--- src/rtl/teclado_clave_param.sv ---
// teclado_clave_param
// Keypad password checker. Collects a sequence of N_DIGITS decimal keys and
// compares it against PASSWORD when enter is pressed. Counts failed attempts
// and locks the keypad after MAX_INTENTOS failures.
//
// Ports:
//   clk          in   clock, rising edge
//   rst          in   synchronous active-high reset
//   teclas[9:0]  in   key levels, bit i = digit i (already synchronised)
//   enter        in   enter key level
//   verificacion out  high while unlocked
//   error        out  one-cycle pulse per rejected attempt
//   bloqueo      out  high while locked out
//   intentos     out  failed attempts since last success/reset/lockout expiry
//   digitos      out  digits entered in the current attempt (saturating)
//
// Build option: define TECLADO_BLOQUEO_PERM_EN for a permanent lockout that
// only rst clears; the lockout timer is then not built.
//
// state   | meaning
// INGRESO | collecting digits, waiting for enter
// ABIERTO | password accepted, verificacion high
// BLOQUEO | too many failures, all input ignored
module teclado_clave_param #(
   parameter int                      N_DIGITS     = 4,
   parameter logic [4*N_DIGITS-1:0]   PASSWORD     = 16'h4321,
   parameter int                      MAX_INTENTOS = 3,
   parameter int                      LOCK_CYCLES  = 16,
   localparam int                     DW = $clog2(N_DIGITS + 1),
   localparam int                     IW = $clog2(MAX_INTENTOS + 1)
) (
   input  logic          clk,
   input  logic          rst,
   input  logic [9:0]    teclas,
   input  logic          enter,
   output logic          verificacion,
   output logic          error,
   output logic          bloqueo,
   output logic [IW-1:0] intentos,
   output logic [DW-1:0] digitos
);

   typedef enum logic [1:0] {INGRESO, ABIERTO, BLOQUEO} estado_t;

   localparam logic [DW-1:0] N_D   = DW'(N_DIGITS);
   localparam logic [IW-1:0] MAX_I = IW'(MAX_INTENTOS);
   localparam logic [3:0]    PW0   = PASSWORD[4*N_DIGITS-1 -: 4];

   estado_t       state_q;
   logic [9:0]    teclas_q;
   logic          enter_q;
   logic [DW-1:0] digitos_q;
   logic          mal_q;
   logic [IW-1:0] intentos_q;
   logic          verif_q;
   logic          error_q;
   logic          bloqueo_q;

`ifndef TECLADO_BLOQUEO_PERM_EN
   localparam int CW = (LOCK_CYCLES > 1) ? $clog2(LOCK_CYCLES) : 1;
   logic [CW-1:0] cnt_q;
`endif

   logic [9:0]    tec_edge;
   logic          ent_edge;
   logic          tec_valido;
   logic [3:0]    key_val;
   logic [3:0]    exp_dig;
   logic [DW-1:0] digitos_d;
   logic          mal_d;

   // Buffer after applying this cycle's key press; enter in the same cycle
   // evaluates this updated view.
   always_comb begin
      tec_edge   = teclas & ~teclas_q;
      ent_edge   = enter & ~enter_q;
      tec_valido = (tec_edge != 10'd0) && ((tec_edge & (tec_edge - 10'd1)) == 10'd0);
      key_val    = 4'd0;
      for (int i = 0; i < 10; i++)
         if (tec_edge[i]) key_val = 4'(i);
      exp_dig = 4'd0;
      for (int i = 0; i < N_DIGITS; i++)
         if (digitos_q == DW'(i)) exp_dig = PASSWORD[4*(N_DIGITS-1-i) +: 4];
      digitos_d = digitos_q;
      mal_d     = mal_q;
      if (tec_valido) begin
         if (digitos_q == N_D) begin
            mal_d = 1'b1;
         end else begin
            digitos_d = digitos_q + DW'(1);
            if (key_val != exp_dig) mal_d = 1'b1;
         end
      end
   end

   always_ff @(posedge clk) begin
      if (rst) begin
         teclas_q   <= teclas;
         enter_q    <= enter;
         state_q    <= INGRESO;
         digitos_q  <= '0;
         mal_q      <= 1'b0;
         intentos_q <= '0;
         verif_q    <= 1'b0;
         error_q    <= 1'b0;
         bloqueo_q  <= 1'b0;
`ifndef TECLADO_BLOQUEO_PERM_EN
         cnt_q      <= '0;
`endif
      end else begin
         teclas_q <= teclas;
         enter_q  <= enter;
         error_q  <= 1'b0;
         case (state_q)
            INGRESO: begin
               if (ent_edge && (digitos_d != '0)) begin
                  digitos_q <= '0;
                  mal_q     <= 1'b0;
                  if ((digitos_d == N_D) && !mal_d) begin
                     state_q    <= ABIERTO;
                     verif_q    <= 1'b1;
                     intentos_q <= '0;
                  end else begin
                     error_q    <= 1'b1;
                     intentos_q <= intentos_q + IW'(1);
                     if (intentos_q + IW'(1) == MAX_I) begin
                        state_q   <= BLOQUEO;
                        bloqueo_q <= 1'b1;
`ifndef TECLADO_BLOQUEO_PERM_EN
                        cnt_q     <= CW'(LOCK_CYCLES - 1);
`endif
                     end
                  end
               end else begin
                  digitos_q <= digitos_d;
                  mal_q     <= mal_d;
               end
            end
            ABIERTO: begin
               // A new press starts the next attempt as its first digit.
               if (tec_valido) begin
                  state_q   <= INGRESO;
                  verif_q   <= 1'b0;
                  digitos_q <= DW'(1);
                  mal_q     <= (key_val != PW0);
               end
            end
            BLOQUEO: begin
`ifndef TECLADO_BLOQUEO_PERM_EN
               if (cnt_q == '0) begin
                  state_q    <= INGRESO;
                  bloqueo_q  <= 1'b0;
                  intentos_q <= '0;
               end else begin
                  cnt_q <= cnt_q - CW'(1);
               end
`endif
            end
            default: begin
               state_q <= INGRESO;
            end
         endcase
      end
   end

   assign verificacion = verif_q;
   assign error        = error_q;
   assign bloqueo      = bloqueo_q;
   assign intentos     = intentos_q;
   assign digitos      = digitos_q;

endmodule

--- config.mk ---
export PLATFORM = sky130hd
export DESIGN_NAME = teclado_clave_param
export DESIGN_NICKNAME = d
export VERILOG_FILES = /design/src/rtl/teclado_clave_param.sv
export SDC_FILE = /design/constraint.sdc
export NUM_CORES = 1
export LEC_CHECK = 0
export ABC_AREA = 1
export CAP_MARGIN = 15
export CELL_PAD_IN_SITES_DETAIL_PLACEMENT = 0
export CELL_PAD_IN_SITES_GLOBAL_PLACEMENT = 1
export CORE_ASPECT_RATIO = 0.7
export CORE_UTILIZATION = 41
export CTS_BUF_LIST = sky130_fd_sc_hd__clkbuf_2
export DETAILED_ROUTE_END_ITERATION = 10
export HOLD_SLACK_MARGIN = 0.15
export PLACE_DENSITY = 0.8
export SLEW_MARGIN = 15
export SYNTH_ARGS = -nofsm -noshare
export SYNTH_HDL_FRONTEND = slang
export SYNTH_SLANG_ARGS = --single-unit
--- constraint.sdc ---
create_clock -name clk -period 2.49 [get_ports clk]
set_input_delay 0.498 -clock clk [delete_from_list [all_inputs] [get_ports clk]]
set_output_delay 0.498 -clock clk [all_outputs]
set_load 0.02 [all_outputs]
; Yosys cells after proc, flatten, opt, wreduce, memory -nomap -nowiden
; Index checks and enable logic that the tools add are counted.
[word_totals]
in_bits = 13
out_inout_bits = 8
reg_bits = 26
word_cells = 106
[classes]
n_reduce_logical = 19
n_eq_ne = 18
add_sub_neg = 4
n_bitwise = 7
mux = 48
[ops]
columns = operator, n
row1 = 4-bit two-way mux, 15
row2 = 10-bit bitwise AND, 2
row3 = 3-bit two-way mux, 5
row4 = 1-bit two-way mux, 14
row5 = 2-bit two-way mux, 7
row6 = "2-bit inequality test, second input constant", 7
row7 = 10-bit logical NOT, 1
row8 = 10-bit inverter, 1
row9 = 5-bit AND reduction, 2
row10 = 10-bit nonzero test, 1
row11 = "10-bit by 1-bit subtractor with 10-bit output, second input constant", 1
row12 = 4-bit one-hot mux with 2 select lines, 1
row13 = 4-bit AND reduction, 2
row14 = "3-bit by 2-bit == test with 1-bit output, second input constant", 2
row15 = "3-bit == test, second input constant", 2
row16 = 1-bit one-hot mux with 2 select lines, 3
row17 = 2-bit one-hot mux with 3 select lines, 1
row18 = 3-bit one-hot mux with 2 select lines, 1
row19 = "2-bit == test, second input constant", 2
row20 = 4-bit logical NOT, 1
row21 = "4-bit by 3-bit inequality test with 1-bit output, second input constant", 1
row22 = 4-bit inequality test, 1
row23 = 2-bit one-hot mux with 2 select lines, 1
row24 = 2-bit nonzero test, 2
row25 = 16 further kinds, 20

; Logic depth before layout (Yosys ltp)
; Gate-level depths: netlist of run 1.
[depth]
word_depth = 20
ltp_mapped = 19
ltp_nobuf = 19

; Least setup slack after synthesis of run 1
; No wires, ideal clock.
[synth_timing]
path_type = reg-to-reg
from = register digitos_q[0], in the netlist digitos[0]
to = register cnt_q[2]
path_stages_with_launch = 17
period_less_slack_ps = 2323
required_time_ps = 2376
arrival_ps = 2209
path_buffers = 0
setup_time_ps = 114
setup_slack_ps = 167
path_cell_list = dfxtp_1 inv_1 ha_1 nor3_1 nand3_1 o21ai_0 nand3_1 nor2_1 nand2_1 a21oi_1 nand3_4 nor2_4 nor2_4 nand2_4 nand2_1 nand2_1 nor2_2
[synth_via]
elab_chain_cells = 13
elab_cells_between_ends = 24
classes_between = 1 x add/sub / 8 x eq/ne / 9 x mux / 6 x reduce/logical
[synth_lines]
columns = item, line_no
row1 = "start, declared", 52  ; logic [DW-1:0] digitos_q;
row2 = "start signal, assigned", 135  ; digitos_q <= digitos_d;
row3 = 3-bit logical NOT, 83  ; if (digitos_q == DW'(i)) exp_dig = PASSWORD[4*(N_DIGITS-1-i) +: 4];
row4 = 3-bit two-way mux, 83
row5 = 4-bit two-way mux (3 in series), 83
row6 = 4-bit inequality test, 91  ; if (key_val != exp_dig) mal_d = 1'b1;
row7 = 1-bit two-way mux, 91
row8 = 1-bit two-way mux, 87  ; if (digitos_q == N_D) begin
row9 = 1-bit two-way mux, 86  ; if (tec_valido) begin
row10 = 1-bit logical NOT, 119  ; if ((digitos_d == N_D) && !mal_d) begin
row11 = 1-bit logical AND, 119
row12 = 2-bit inequality test (no source line), n/a
row13 = 5-bit AND reduction (no source line) (*), n/a
row14 = "end signal, assigned", 130  ; cnt_q <= CW'(LOCK_CYCLES - 1);
row15 = "end signal, assigned", 155  ; cnt_q <= cnt_q - CW'(1);
row16 = "end, declared", 61  ; logic [CW-1:0] cnt_q;
; Mark *: on every way between the ends. The rest lies on a longest branch, timed or not.
; A chain may end at the register's enable or synchronous reset.

; Worst setup path in the final report of run 1
; Ends and elaborated chain as after synthesis.

==> metrics, run 1 <==
WS Path Type flop to flop; htree depth 1; Leakage 1.10 nW; GR Util met3 4.63%; Post-DP Area between 2000 and 2500 sq um; Initial DRC Count 67; ant diodes 0; Finish-stage setup viols 0; Clock Latency Late Sink 0.39 ns; placed wire-length estimate 2790 microns; Layout Nets about 310; CTS max path bufs 2; global-route wire length before repair ~6300 microns; most frequent CP cell nand2_1; Max Clock Skew ~0.030 ns; Worst EP required 2.80 ns; antenna violations before repair 0; Crit-path slowest cell dfxtp_4; CP max stage delay around 0.41 ns; Fin. Hold Viols 0; Mapped Nets approximately 270; Pre-antenna DRT Iters 5; Cell Area, Synth approximately 1700 sq um; Critical Path AT approximately 2.7 ns; CTS tree built; pin count of the biggest net entering global routing 16; clock root buffer clkbuf_2; Slew Viols, Final 0; post-synthesis area per instance 6.89 sq um; row cnt 19; routability cong. roughly 0.82; die outline area 4360 sq um; Post-Layout Cell Count roughly 340; die height around 56 microns; global route overflow 0; P&R area growth vs syn 30.8%; YS warnings 0; MaxCap Viol Count 0; status finished clean; GRT Total Usage a little under a fifth; final instance area roughly 2200 sq um; Routed Wire Length around 3600 microns; chip width about 80 microns; clock transition at the registers of the reported paths roughly 0.3 ns; Num CTS Buffers 3; relative slew slack between 70 and 80%; met2 Use GR about 25%; sequential element share of the synthesized area 31.0%; Avg Vias per Cell around 4.5; I/O pin count 21; period utilization 94.6%; sequential cell area 526 sq um; CTS Sinks 26; Worst Path Max Fanout 5; area of the multi-input gates roughly 1000 sq um; Synth Instances around 240; fillers about 410; synthesized flop and latch total 26; Final Critical Period ~2.4 ns; Routed wire per std cell around 11 microns; PwrDens 531 nW/um^2; Vias ~1500; dpl cells approximately 330; Final ANT Viol Nets 0; CP endpoint kind flop; Peak VDD IR 0.365 mV; met1 Track Usage GR roughly 29%; worst hold path type flop to flop; initial core utilization roughly 43%; crit path cell chain buf_4 > ha_1 > ha_2 > a21oi_1 > nand3_1 > nand2_1 > nand2_1 > a21oi_2 > buf_4 > nand3_4 > nor2_4 > nor2_4 > nand2_4 > nand2_1 > nand2_1 > nor2_2; DRC viols 0; I/O Buffers 20; vias in the first global route between 1000 and 1500; core area a little under 4000 sq um; fraction of layout cells with a size suffix above 1 approximately a quarter; CTS Hold Buffers Added 0; Netlist cell types 28; type of origin of the critical path flop; GR peak layer met1; Tightest Pin Transition about 0.32 ns; Max Freq 424 MHz
## state kept, by name (all words and copies together) (netlist names)
signal	flops
state_q	2
digitos	3
enter_q	1
error	1
verificacion	1
teclas_q	10
bloqueo	1
intentos	2
cnt_q	4
mal_q	1
## critical path: cells and delay by family, from the launching register on
family          cells  cell delay [ns]
compound gates      2             0.36
fa+ha+maj           2             0.37
buf+inv             2             0.28
flops               1             0.41
simple gates       10             0.85
## cell usage after synthesis (all sizes together)
master	number	share of area, %
a21oi	18	5.6
nor4	1	0.37
ha	8	6.0
nand3	14	5.5
a211oi	1	0.45
o21ai	7	2.1
nand2	76	22
nor3	2	0.60
inv	46	10
dfxtp	26	31
clkinv	1	0.22
xor2	2	1.0
a31oi	3	1.1
nand4	2	0.74
o211a	1	0.60
o41ai	1	0.52
nor2	30	10
nand3b	4	1.8
o21bai	1	0.45
## final timing paths
path                                    from            to  slack, ns  cells past startpoint
worst max register to register    digitos[0]      cnt_q[2]       0.13                     16
worst min register to register  verificacion  verificacion       0.48                      2
worst max-delay path              digitos[0]      cnt_q[2]       0.13                     16
worst min-delay path            verificacion  verificacion       0.48                      2
## where the power goes
group          switching, mW  leakage (nW)  internal, mW  total, mW
Combinational          0.231         0.862         0.195      0.427
Clock                  0.146        0.0266         0.138      0.284
Sequential            0.0121         0.216         0.443      0.456
## final cells by class
type	count	share of cell area [%]
timing repair buffer	42	16.6
inverter	47	8.03
multi-input combinational	171	46.4
tap	52	2.96
sequential	26	23.9
clock buffer	3	0.683
clock inverter	1	1.37
## what timing repair did
action,4_1_cts,5_1_grt
hold endpoints to repair,0,0
buffers inserted,0,6
resized for setup,0,15
endpoints found under the setup margin,0,10
## cell families (layout without fill, tap and decap cells)
logic type | after synthesis | in the layout | synth area share (%)
AND/OR/NAND/NOR | 129 | 129 | 40.7
buffers and inverters | 47 | 93 | 10.5
AO/OA/AOI/OAI | 32 | 32 | 10.8
flip-flops | 26 | 26 | 31.0
adder cells (fa/ha/maj) | 8 | 8 | 5.96
XOR/XNOR | 2 | 2 | 1.04
## through the flow
| step | hold WS (ns) | total power, mW | setup slack (ns) | setup TNS, ns | utilization, % |
|---|---|---|---|---|---|
| floorplan | 0.475 | 0.714 | 0.167 | 0 | - |
| global placement | 0.453 | 0.847 | -0.243 | -2.13 | 52.7 |
| detailed placement | 0.455 | 0.846 | -0.215 | -1.76 | 52.7 |
| CTS | 0.490 | 1.13 | 0.0737 | 0 | 53.8 |
| global route | 0.511 | 1.24 | -0.0197 | -0.0197 | 56.0 |
| finish | 0.484 | 1.17 | 0.134 | 0 | 56.0 |
## layer usage
layer	part of all wire [%]	vias to the layer above
met4	0.58	0
met3	4.3	2
met2	36	30
met5	0	-
li1	-	854
met1	60	656
## placed cells by master, fill, tap and decap left out, drive strengths merged, types with 2 or more instances in the layout
cell | synthesis | final
nand3 | 14 | 14
nand2 | 76 | 76
nor2 | 30 | 30
xor2 | 2 | 2
clkdlybuf4s50 | 0 | 20
o21ai | 7 | 7
inv | 46 | 46
ha | 8 | 8
a31oi | 3 | 3
nand4 | 2 | 2
buf | 0 | 22
nand3b | 4 | 4
nor3 | 2 | 2
clkbuf | 0 | 3
dfxtp | 26 | 26
a21oi | 18 | 18
(Power assumes the default switching activity.)
==> inputs of run 2 (changes only) <==
- CORE_MARGIN: unset -> 2
- REMOVE_ABC_BUFFERS: unset -> 1
==> run 2 against run 1 <==
Clock power shrank 3%. Cell count shrank 0.58%. Power shrank 2.2%. Critical path depth grew 2. Sequential cell count is the same. Clock-buffer cell count is the same. Combinational power shrank 4%. Setup slack lost 0.030 ns. Critical endpoint unchanged. Largest cell class unchanged. Highest routed layer unchanged.
==> metrics, run 2 (synthesis gave the netlist of run 1 again) <==
global route overflow 0 (unchanged); GRT Total Usage 17.2% (-1.1 points); Fin. Hold Viols 0 (unchanged); htree depth 1 (unchanged); Max Freq 419 MHz (-1.2%); P&R area growth vs syn 28.5%; dpl cells 334 (+0.60%); Hold Crit Depth 2 (unchanged); row cnt 19 (unchanged); chip width 80.5 microns (+2.5%); Most flops, register teclas_q; post-place setup slack -0.229 ns (-0.0142 ns); Pre-antenna DRT Iters 4 (-1); clock root buffer clkbuf_2; Final Critical Period 2.39 ns (+0.0298 ns); type of origin of the critical path flop; I/O Buffers 20 (unchanged); Clock Latency Late Sink 0.37 ns (-0.02 ns); relative slew slack 78.1% (-0.74 points); vias in the first global route 1335 (-3.7%); I/O pin count 21 (unchanged); Routed wire per std cell 10.8 microns (+1.1%); Layout Nets 310 (-0.64%); Vias 1515 (-1.8%); worst hold path type flop to flop; Peak VDD IR 0.342 mV (-6.2%); commonest cells after routing, fill and taps aside nand2_1 (54), inv_1 (44), dfxtp_1 (24), nor2_1 (22); CTS tree built; CTS max path bufs 2 (unchanged); Final Worst Setup Slack 0.104 ns (-0.0298 ns); pin count of the biggest net entering global routing 16 (unchanged); Leakage 1.09 nW (-0.98%); status finished clean; worst reg2reg path depth 18 (+2); final design utilization 55.1% (-0.99 points); Avg Vias per Cell 4.46 (-1.2%); die height 57.6 microns (+3.6%); Tightest Pin Transition 0.325 ns (+0.00798 ns); Critical Path AT 2.70 ns (+0.03 ns); fillers 391 (-4.2%); routability cong. 0.855 (+4.4%); clock transition at the registers of the reported paths 0.26 ns (-0.04 ns); CTS Hold Buffers Added 0 (unchanged); period utilization 95.8% (+1.2 points); CP endpoint kind flop; Worst Path Max Fanout 5 (unchanged); Max Clock Skew 0.00634 ns (-0.0236 ns); WS Path Type flop to flop; Post-Layout Cell Count 340 (-0.58%); commonest non-fill, non-tap cell in the layout nand2_1; core area 3920 sq um (unchanged); antenna violations before repair 0 (unchanged); DRC viols 0 (unchanged); placed wire-length estimate 2820 microns (+1.0%); Final ANT Viol Nets 0 (unchanged); initial core utilization 42.8% (unchanged); fraction of layout cells with a size suffix above 1 22.9% (-2.3 points); Num CTS Buffers 3 (unchanged); Routed Wire Length 3660 microns (+0.55%); ant diodes 0 (unchanged); Worst EP required 2.80 ns (about the same); CTS Sinks 26 (unchanged); max reg flops 10 (unchanged); Initial DRC Count 68 (+1.5%); Finish-stage setup viols 0 (unchanged); global-route wire length before repair 6200 microns (-0.99%); MaxCap Viol Count 0 (unchanged); Slew Viols, Final 0 (unchanged); PwrDens 528 nW/um^2 (-0.48%); die outline area 4630 sq um (+6.2%)
==> run 2: cell count changes in the layout (fill, tap and decap cells not counted), sizes merged <==
| cell | change |
|---|---|
| buf | -2 |
==> run 2: worst paths after layout <==
path / startpoint / end / slack, ns
max: digitos[0] / cnt_q[2] / 0.10
min: verificacion / verificacion / 0.48
max reg2reg: digitos[0] / cnt_q[2] / 0.10
min reg2reg: verificacion / verificacion / 0.48
==> run 2: power breakdown <==
part / internal, mW / switching [mW]
clock: 0.138 / 0.138
combinational: 0.182 / 0.226
sequential: 0.443 / 0.0126
total: 0.764 / 0.377
==> run 2: layout make-up <==
type	instances	area, sq um	share of cell area [%]
Tap cell	52	65.1	3.01
Timing Repair Buffer	40	350	16.2
Clock buffer	3	15.0	0.695
Sequential cell	26	523	24.2
Clock inverter	1	30.0	1.39
Inverter	47	176	8.17
Multi-Input combinational cell	171	1000	46.3
==> run 2: metrics by stage <==
stage	setup TNS [ns]	cell area [sq um]	hold WS [ns]	power [mW]
floorplan	0	1680	0.475	0.714
global placement	-2.06	2080	0.456	0.853
detailed placement	-2.01	2080	0.469	0.850
CTS	0	2130	0.496	1.14
global route	-0.0362	2160	0.512	1.22
finish	0	2160	0.484	1.14
==> run 2: repair_timing <==
item | in CTS | in global routing
buffers inserted | 0 | 2
resized for setup | 0 | 6
endpoints found under the setup margin | 0 | 4
==> run 2: per-layer routing <==
metal  routed length (microns)  track usage, %
met4                        20            2.18
met3                       217            4.59
met2                      1310            22.1
met5                         0               0
met1                      2110            28.4
==> run 2: worst max-delay path, cell delays in order, from the launching register on <==
cell     delay (ns)
dfxtp_2        0.39
buf_4          0.13
ha_1           0.19
ha_1           0.19
inv_1          0.07
nand2_1        0.08
a21oi_2        0.15
xor2_1         0.08
nor2_1         0.09
nand2_1        0.09
a21oi_2        0.14
buf_4          0.14
nand3_4        0.10
nor2_4         0.17
nor2_4         0.06
nand2_4        0.08
nand2_1        0.05
nand2_1        0.07
nor2_2         0.04
